[config.mk]
export PLATFORM = sky130hd
export DESIGN_NAME = pwm_multi_ch
export DESIGN_NICKNAME = d
export VERILOG_FILES = /design/src/rtl/pwm_multi_ch.sv
export SDC_FILE = /design/constraint.sdc
export NUM_CORES = 1
export LEC_CHECK = 0
export ABC_AREA = 1
export BUFFER_PORTS_ARGS = -buffer_cell sky130_fd_sc_hd__buf_2
export CAP_MARGIN = 10
export CORE_UTILIZATION = 66
export CTS_CLUSTER_SIZE = 8
export DETAILED_ROUTE_END_ITERATION = 12
export GPL_TIMING_DRIVEN = 0
export PLACE_DENSITY_LB_ADDON = 0.15
export SETUP_SLACK_MARGIN = 0.05
export SYNTH_ARGS = -nofsm -noshare
export SYNTH_HDL_FRONTEND = slang
export SYNTH_SLANG_ARGS = --single-unit
[constraint.sdc]
create_clock -name clk -period 5.7 [get_ports clk]
set_clock_uncertainty 0.05 [all_clocks]
set_input_delay 0 -clock clk [delete_from_list [all_inputs] [get_ports clk]]
set_output_delay 0 -clock clk [all_outputs]
set_load 0.01 [all_outputs]
[src/rtl/pwm_multi_ch.sv]
`default_nettype none
// ============================================================================
// Module   : pwm_multi_ch
// Purpose  : Multi-channel PWM generator with a shared counter. It supports
//            edge-aligned and center-aligned modes. Each channel's duty value
//            is double-buffered (shadow -> active). Active settings only change
//            at a period boundary, so a period never mixes settings.
// Ports    : clk          - clock, all state on rising edge
//            resetn       - asynchronous active-low reset
//            en           - 1 = run, 0 = counter held at 0, outputs low
//            mode         - 0 = edge-aligned, 1 = center-aligned
//            period       - requested period P (applied at boundary)
//            wr_en        - duty write strobe
//            wr_ch        - channel index for the write (out-of-range ignored)
//            wr_duty      - duty value for the write
//            pwm_out      - registered PWM outputs, one per channel
//            cycle_start  - registered one-cycle pulse at period start
// Revision : 1.0 - initial release
// ============================================================================
module pwm_multi_ch #(
    parameter int WIDTH    = 8,
    parameter int CHANNELS = 4,
    parameter int CH_W     = (CHANNELS > 1) ? $clog2(CHANNELS) : 1
) (
    input  logic                clk,
    input  logic                resetn,
    input  logic                en,
    input  logic                mode,
    input  logic [WIDTH-1:0]    period,
    input  logic                wr_en,
    input  logic [CH_W-1:0]     wr_ch,
    input  logic [WIDTH-1:0]    wr_duty,
    output logic [CHANNELS-1:0] pwm_out,
    output logic                cycle_start
);

    localparam logic [CH_W:0]    c_channels = (CH_W+1)'(CHANNELS);
    localparam logic [WIDTH-1:0] c_one      = WIDTH'(1);

    logic [WIDTH-1:0]    r_cnt;
    logic                r_down;
    logic [WIDTH-1:0]    r_period_act;
    logic                r_mode_act;
    logic [WIDTH-1:0]    r_shadow   [CHANNELS];
    logic [WIDTH-1:0]    r_duty_act [CHANNELS];

    logic                w_run;
    logic                w_last;
    logic                w_wr_ok;
    logic                w_load;
    logic [WIDTH-1:0]    w_cnt_nxt;
    logic                w_down_nxt;
    logic [CHANNELS-1:0] w_hit;
    logic [CHANNELS-1:0] w_cmp;

    // A zero active period behaves like a disabled block: the counter is held
    // and nothing toggles.
    assign w_run   = en && (r_period_act != '0);
    assign w_last  = (r_cnt == (r_period_act - c_one));
    assign w_wr_ok = wr_en && ({1'b0, wr_ch} < c_channels);

    generate
        for (genvar g = 0; g < CHANNELS; g++) begin : g_ch
            assign w_hit[g] = w_wr_ok && (wr_ch == CH_W'(g));
            assign w_cmp[g] = (r_cnt < r_duty_act[g]);
        end
    endgenerate

    // Counter sequencing. In center mode the end values are each visited
    // twice (P-1 at the top, 0 at the bottom). This gives a 2P-cycle period.
    always_comb begin
        w_cnt_nxt  = r_cnt;
        w_down_nxt = r_down;
        if (!w_run) begin
            w_cnt_nxt  = '0;
            w_down_nxt = 1'b0;
        end else if (!r_mode_act) begin
            w_cnt_nxt  = w_last ? '0 : (r_cnt + c_one);
        end else if (!r_down) begin
            if (w_last) begin
                w_down_nxt = 1'b1;
            end else begin
                w_cnt_nxt = r_cnt + c_one;
            end
        end else begin
            if (r_cnt == '0) begin
                w_down_nxt = 1'b0;
            end else begin
                w_cnt_nxt = r_cnt - c_one;
            end
        end
    end

    // The boundary is the edge that puts the counter at 0 in the up phase.
    // While idle, every edge counts as a boundary. This lets new settings land
    // before the first period.
    assign w_load = !w_run || ((w_cnt_nxt == '0) && !w_down_nxt);

    always_ff @(posedge clk or negedge resetn) begin
        if (!resetn) begin
            r_cnt        <= '0;
            r_down       <= 1'b0;
            r_period_act <= '0;
            r_mode_act   <= 1'b0;
            pwm_out      <= '0;
            cycle_start  <= 1'b0;
            for (int i = 0; i < CHANNELS; i++) begin
                r_shadow[i]   <= '0;
                r_duty_act[i] <= '0;
            end
        end else begin
            r_cnt       <= w_cnt_nxt;
            r_down      <= w_down_nxt;
            pwm_out     <= w_run ? w_cmp : '0;
            cycle_start <= w_run && (r_cnt == '0) && !r_down;
            if (w_load) begin
                r_period_act <= period;
                r_mode_act   <= mode;
            end
            for (int i = 0; i < CHANNELS; i++) begin
                if (w_hit[i]) begin
                    r_shadow[i] <= wr_duty;
                end
                // A write that coincides with the boundary goes straight through.
                if (w_load) begin
                    r_duty_act[i] <= w_hit[i] ? wr_duty : r_shadow[i];
                end
            end
        end
    end

endmodule
`default_nettype wire

==> results of run 1 <==
==> where the power goes <==
part,switching [W],internal (W),total (W)
Clock,0.000235,0.000208,0.000443
Sequential,0.000158,0.000822,0.000980
Combinational,0.00103,0.000613,0.00164
==> through the flow <==
stage / cells / util, % / worst slack, ns
2_1_floorplan: 637 / - / 2.73
3_3_place_gp: 763 / 71.9 / 2.24
3_5_place_dp: 764 / 72.3 / 2.20
4_1_cts: 793 / 76.9 / 2.17
5_1_grt: 793 / 76.9 / 1.89
6_report: 793 / 76.9 / 2.15
==> Yosys cell counts, types with 5 or more instances <==
| cell | count |
|---|---|
| buf_4 | 8 |
| nand3_1 | 68 |
| inv_2 | 5 |
| nand4_1 | 9 |
| clkbuf_1 | 6 |
| a21oi_1 | 26 |
| dfrtp_1 | 87 |
| inv_1 | 75 |
| buf_6 | 5 |
| nor2_1 | 28 |
| o21ai_0 | 44 |
| ha_1 | 34 |
| nand2_1 | 204 |
| nor3_1 | 7 |
==> cell families (layout without fill, tap and decap cells) <==
| group | Yosys count | after routing | share of synthesized area, % |
|---|---|---|---|
| simple gates | 327 | 327 | 28.5 |
| xor+xnor | 4 | 4 | 1.01 |
| buf+inv | 104 | 161 | 9.32 |
| flops | 87 | 87 | 43.9 |
| fa+ha+maj | 34 | 34 | 8.58 |
| compound gates | 81 | 81 | 8.68 |
==> worst register-to-register path: stages (launching register included) <==
cell	delay, ns
dfrtp_1	0.41
inv_1	0.10
ha_1	0.30
inv_1	0.04
nand2_1	0.05
nand2_1	0.04
nor2_1	0.11
nand2_1	0.07
nor2_2	0.09
nand3_2	0.12
nor2_8	0.20
nand2_4	0.08
buf_6	0.15
ha_1	0.28
o21ai_0	0.08
a31o_1	0.21
nand3b_1	0.08
inv_1	0.05
nor2_1	0.09
nand2_1	0.10
nor2_4	0.29
nand2_4	0.14
buf_6	0.17
nand2_1	0.08
nand2_1	0.06
==> repair_timing <==
action	in CTS	in global routing
hold endpoints to repair	101	0
gates resized for setup	0	0
hold buffers	13	0
setup buffers	0	0
==> cell type report <==
class / instances / area share (%)
multi-input combinational: 446 / 41.5
sequential: 87 / 39.0
inverter: 81 / 5.45
timing repair buffer: 41 / 5.29
buffer: 23 / 2.83
clock buffer: 9 / 2.22
tap: 99 / 2.22
clock inverter: 7 / 1.41
==> per-layer routing <==
metal | wire [um] | share of wire, %
met1 | 5000 | 42
met2 | 5620 | 47
met3 | 704 | 5.9
met4 | 584 | 4.9
met5 | 0 | 0
==> registers in the layout, indices dropped and copies added (netlist names) <==
signal        cells
r_mode_act        1
r_shadow         32
r_period_act      8
r_cnt             8
pwm_out           4
r_down            1
r_duty_act       32
cycle_start       1
==> worst paths after layout <==
| kind | slack [ns] | start | endpoint |
|---|---|---|---|
| worst max-delay path | 2.15 | r_period_act[0] | r_period_act[4] |
| worst min-delay path | 0.01 | wr_duty[2] | r_shadow[10] |
| worst max register to register | 2.15 | r_period_act[0] | r_period_act[4] |
| worst min register to register | 0.42 | r_duty_act[8] | r_duty_act[8] |
| max in group asynchronous | 4.94 | resetn | r_duty_act[0] |
| min in group asynchronous | 0.05 | resetn | cycle_start |
==> reports/metrics.yaml, run 1 <==
nFillCells: 538
synth-edff-count: 0
drt_iter0_drc: 269
rsz0062_at_grt: "no"
row_count: 31
cp_top_family: "simple AND/OR/NAND/NOR gates"
io_pins: 28
drt-pass1-iter-count: 6
synth-seq-cells: 87
vias: 4391
yosysWarnings: 0
place_area_um2: 5250
path_cells: "inv_1 -> ha_1 -> inv_1 -> nand2_1 -> nand2_1 -> nor2_1 -> nand2_1 -> nor2_2 -> nand3_2 -> nor2_8 -> nand2_4 -> buf_6 -> ha_1 -> o21ai_0 -> a31o_1 -> nand3b_1 -> inv_1 -> nor2_1 -> nand2_1 -> nor2_4 -> nand2_4 -> buf_6 -> nand2_1 -> nand2_1"
die_w_um: 88.7
register_area_um2: 2180
synth_top_cell_by_area: "dfrtp_1"
layout.nets: 746
vias_per_cell: 5.54
ys_types: 33
worstRegToRegCells: 24
gp_congestion: 0.876
peakVddDrop_uv: 349
yosys.area.top_type_share_pct: 43.9
critPathSlowestCell: "dfrtp_1"
hold_path_class: "input pin to register"
drt-total-wl_um: 11900
initial_utilization_pct: 68.3
final_cell_mix: "nand2_1, dfrtp_1, inv_1"
setup.worst_path.start_class: "register"
h-tree-depth: 3
top_usage_layer: "met2"
dp_hpwl_um: 8510
cellLeakagePower_nw: 3.07
cp.buffers_inverters: 5
setup_violations: 0
fin_crit_sh_pct: 62.2
cp_num_cells: 24
final-max-slew-violation-count: 0
post_drt_wl_per_cell_um: 15.0
maxCapViolations: 0
drive_gt1_share_pct: 10.7
critPathMaxFanout: 10
crit_top_cell: "nand2_1"
multi_input_area_um2: 2320
status: "completed"
ys_seq_area_share_pct: 43.9
io_buffers: 27
ant_nets: 0
syn_to_final_growth_pct: 12.5
grt_use_met2_pct: 55.8
cp.arrival_ns: 3.76
ys_top_cells_by_area: "dfrtp_1, nand2_1, ha_1"
cts-root-buf: "clkbuf_8"
grt_max_degree: 60
cts-buffers-inserted: 9
synth_top_flop_cell: "dfrtp_1"
netlist_instances: 637
drc: 0
core_area_um2: 7250
cts_sinks: 87
holdWs_ns: 0.0121
critPathMaxStageDelay_ns: 0.41
worst_ep_required_time_ns: 5.91
cts_tree: "built"
slew_headroom_pct: 66.2
grt_pass1_vias: 4255
hold_path_depth: 3
p_per_area_nw_per_um2: 549
final_common_cell: "nand2_1"
total_power_w: 0.00306
timing.fmax_mhz: 282
synthesis.nets: 694
hold_viol: 0
die_h_um: 88.7
worstSkewPairLatency_ns: 0.36
setup_tns_ns: 0
grt_use_met1_pct: 40.6
postSynthAreaPerCell_um2: 7.78
worst_pin_slew_ns: 0.506
antenna_cells: 0
grt_usage_pct: 33.8
clock_path_buffers: 2
period_minus_slack_ns: 3.55
grt_pass1_wl_um: 19700
overflow: 0
async_flop_share_pct: 100
finalInstanceArea_um2: 5580
syn_area_um2: 4960
die-area_um2: 7860
worstSetupEndpointType: "register"
met3_usage_pct: 6.34
path_class: "register to register"
antenna_found_initial: 0
cts.clk_slew.worst_paths_ns: 0.09
No activity file was read; power rests on OpenSTA's default activity.
==> inputs of run 2 (changes only) <==
--- a/config.mk
+++ b/config.mk
@@ -8,7 +8,7 @@
 export ABC_AREA = 1
 export BUFFER_PORTS_ARGS = -buffer_cell sky130_fd_sc_hd__buf_2
 export CAP_MARGIN = 10
-export CORE_UTILIZATION = 66
+export CORE_UTILIZATION = 55
 export CTS_CLUSTER_SIZE = 8
 export DETAILED_ROUTE_END_ITERATION = 12
 export GPL_TIMING_DRIVEN = 0
==> constraint.sdc (replaced) <==
create_clock -name clk -period 3 [get_ports clk]
set_clock_uncertainty 0.05 [all_clocks]
set_input_delay 0 -clock clk [delete_from_list [all_inputs] [get_ports clk]]
set_output_delay 0 -clock clk [all_outputs]
set_load 0.01 [all_outputs]
==> run 2 against run 1 <==
Compared with the run above: the flow now finishes with violations (negative hold slack, negative setup slack); cell count grew 2.6%; non-clock buffer count grew 12; sequential cell count is the same; sequential share of layout area shrank 1.6 points; count of clock-buffer cells in the layout is the same; first-iteration DRC count shrank 45%; hold slack lost 0.013 ns; clock power grew 100%; largest power group unchanged.
==> reports/metrics.yaml, run 2 (synthesis gave the netlist of run 1 again) <==
status: "finished, violations left"
violations: "negative hold slack, negative setup slack"
cellLeakagePower_nw: 3.13
grt_usage_pct: 28.2
rsz0062_at_grt: "yes"
drc: 0
place_area_um2: 5250
core_area_um2: 8720
die-area_um2: 9390
switching_share_pct: 45.4
r2r-start: "r_period_act[0]"
io_buffers: 27
clkPwrFrac_pct: 14.1
drive_gt1_share_pct: 17.3
holdWs_ns: -0.00106
antenna_cells: 0
grt_pass1_wl_um: 20900
switching_power_w: 0.00288
initial_utilization_pct: 56.8
critPathLaunch: "r_period_act[0]"
cts-buffers-inserted: 9
hold_path_class: "input pin to register"
io_pins: 28
die_h_um: 96.9
drt-total-wl_um: 12300
cts_tree: "built"
grt_pass1_vias: 4285
layout.nets: 759
fin_crit_sh_pct: 101
ff2ff_setup_slack_ns: -0.04
overflow: 0
intPower_w: 0.00346
slew_headroom_pct: 60.1
h-tree-depth: 3
vias: 4311
placedCellCount: 773
fin_cells: 814
ant_nets: 0
p_per_area_nw_per_um2: 1090
period_minus_slack_ns: 3.04
fin_ws_ns: -0.0443
finalInstanceArea_um2: 5840
worstSkewPairLatency_ns: 0.35
hold_viol: 1
antenna_found_initial: 0
gp_congestion: 0.911
cp-endpoint: "r_period_act[0]"
post_drt_wl_per_cell_um: 15.1
final_cell_mix: "nand2_1, dfrtp_1, inv_1"
worst_ep_required_time_ns: 3.19
cts_sinks: 87
pwr-share-comb_pct: 56.2
vias_per_cell: 5.30
critPathMaxFanout: 7
final-max-slew-violation-count: 0
clock_path_buffers: 2
timing.fmax_mhz: 328
setup.worst_path.start_class: "register"
worstSetupEndpointType: "register"
biggestRegsByFlops: "r_duty_act (32), r_shadow (32)"
worst_pin_slew_ns: 0.598
drt-pass1-iter-count: 4
peakVddDrop_uv: 458
final_common_cell: "nand2_1"
worstRegToRegCells: 24
utilization_pct: 66.9
syn_to_final_growth_pct: 17.7
path_class: "register to register"
setup_violations: 40
row_count: 34
r2r-end: "r_period_act[0]"
drt_iter0_drc: 147
cp.arrival_ns: 3.24
pwr-share-seq_pct: 29.8
cts-root-buf: "clkbuf_8"
die_w_um: 96.9
grt_max_degree: 49
maxCapViolations: 0
dp_hpwl_um: 8780
cts.clk_slew.worst_paths_ns: 0.09
[run 2: changes by cell type in the layout (fill, tap and decap cells not counted), moves of 3 or more]
cell,delta
nand2_2,+24
dfrtp_2,+4
inv_1,-3
nand2_1,-24
buf_4,+10
inv_2,+3
dfrtp_1,-4
[run 2: power groups by stage]
| stage | Combinational, W | Sequential, W | Clock [W] |
|---|---|---|---|
| floorplan | 0.00236 | 0.00179 | 0 |
| global placement | 0.00294 | 0.00188 | 0 |
| detailed placement | 0.00304 | 0.00189 | 0 |
| CTS | 0.00350 | 0.00188 | 0.000907 |
| global route | 0.00402 | 0.00193 | 0.000953 |
| finish | 0.00356 | 0.00189 | 0.000891 |
[run 2: how the worst min path moves through the flow]
stage	from	endpoint	cells after the start	slack (ns)
floorplan	resetn	cycle_start	0	-0.35
global placement	period[0]	r_period_act[0]	3	0.18
detailed placement	resetn	r_cnt[7]	1	-0.01
CTS	wr_duty[2]	r_shadow[26]	3	0.01
global route	wr_duty[2]	r_shadow[26]	3	0.009
finish	wr_duty[1]	r_shadow[9]	3	-0.001
[run 2: repair_timing]
| action | in CTS | in global routing |
|---|---|---|
| hold buffers | 13 | 0 |
| pin swaps | 11 | 7 |
| gates cloned | 5 | 0 |
| hold endpoints to repair | 60 | 0 |
| setup endpoints to repair | 41 | 41 |
| resized for setup | 38 | 9 |
| setup buffers | 8 | 1 |
[run 2: per-stage QoR]
stage	hold WS, ns	setup slack (ns)	TNS [ns]	total power, W
CTS	0.0137	-0.103	-3.53	0.00628
floorplan	-0.346	0.0565	0	0.00414
detailed placement	-0.0104	-0.513	-20.22	0.00492
global placement	0.185	-0.501	-18.71	0.00482
finish	-0.00106	-0.0443	-0.818	0.00634
global route	0.00910	-0.222	-8.15	0.00690
[run 2: critical path, stage by stage (launching register included)]
cell and delay [ns]:
dfrtp_1 0.39, inv_2 0.06, ha_4 0.26, inv_2 0.02, nand2_1 0.05, nand2_1 0.06, nor2_2 0.10, nand2_1 0.07
nor2_2 0.09, nand3_2 0.12, nor2_8 0.15, nand2_8 0.07, ha_4 0.26, o21ai_2 0.04, a31o_1 0.20, nand3b_1 0.07
inv_1 0.05, nor2_1 0.08, nand2_1 0.09, nor2_4 0.11, buf_12 0.15, nand2_8 0.08, buf_6 0.17, nand2_2 0.07
nand2_2 0.05
[run 2: layout make-up]
cell class                 instances  area (um2)
clock buffer                       9         124
tap                              108         135
timing repair buffer              54         409
sequential                        87        2180
clock inverter                     6        92.6
multi-input combinational        447        2440
fill                             743        2890
inverter                          81         304
buffer                            22         149
[run 2: routing by layer]
| metal | vias up | global-route usage (%) | wire [um] |
|---|---|---|---|
| met5 | - | 0 | 0 |
| met4 | 0 | 10.1 | 319 |
| met3 | 23 | 3.68 | 476 |
| li1 | 2177 | - | - |
| met2 | 97 | 48.2 | 6170 |
| met1 | 2014 | 36.8 | 5360 |
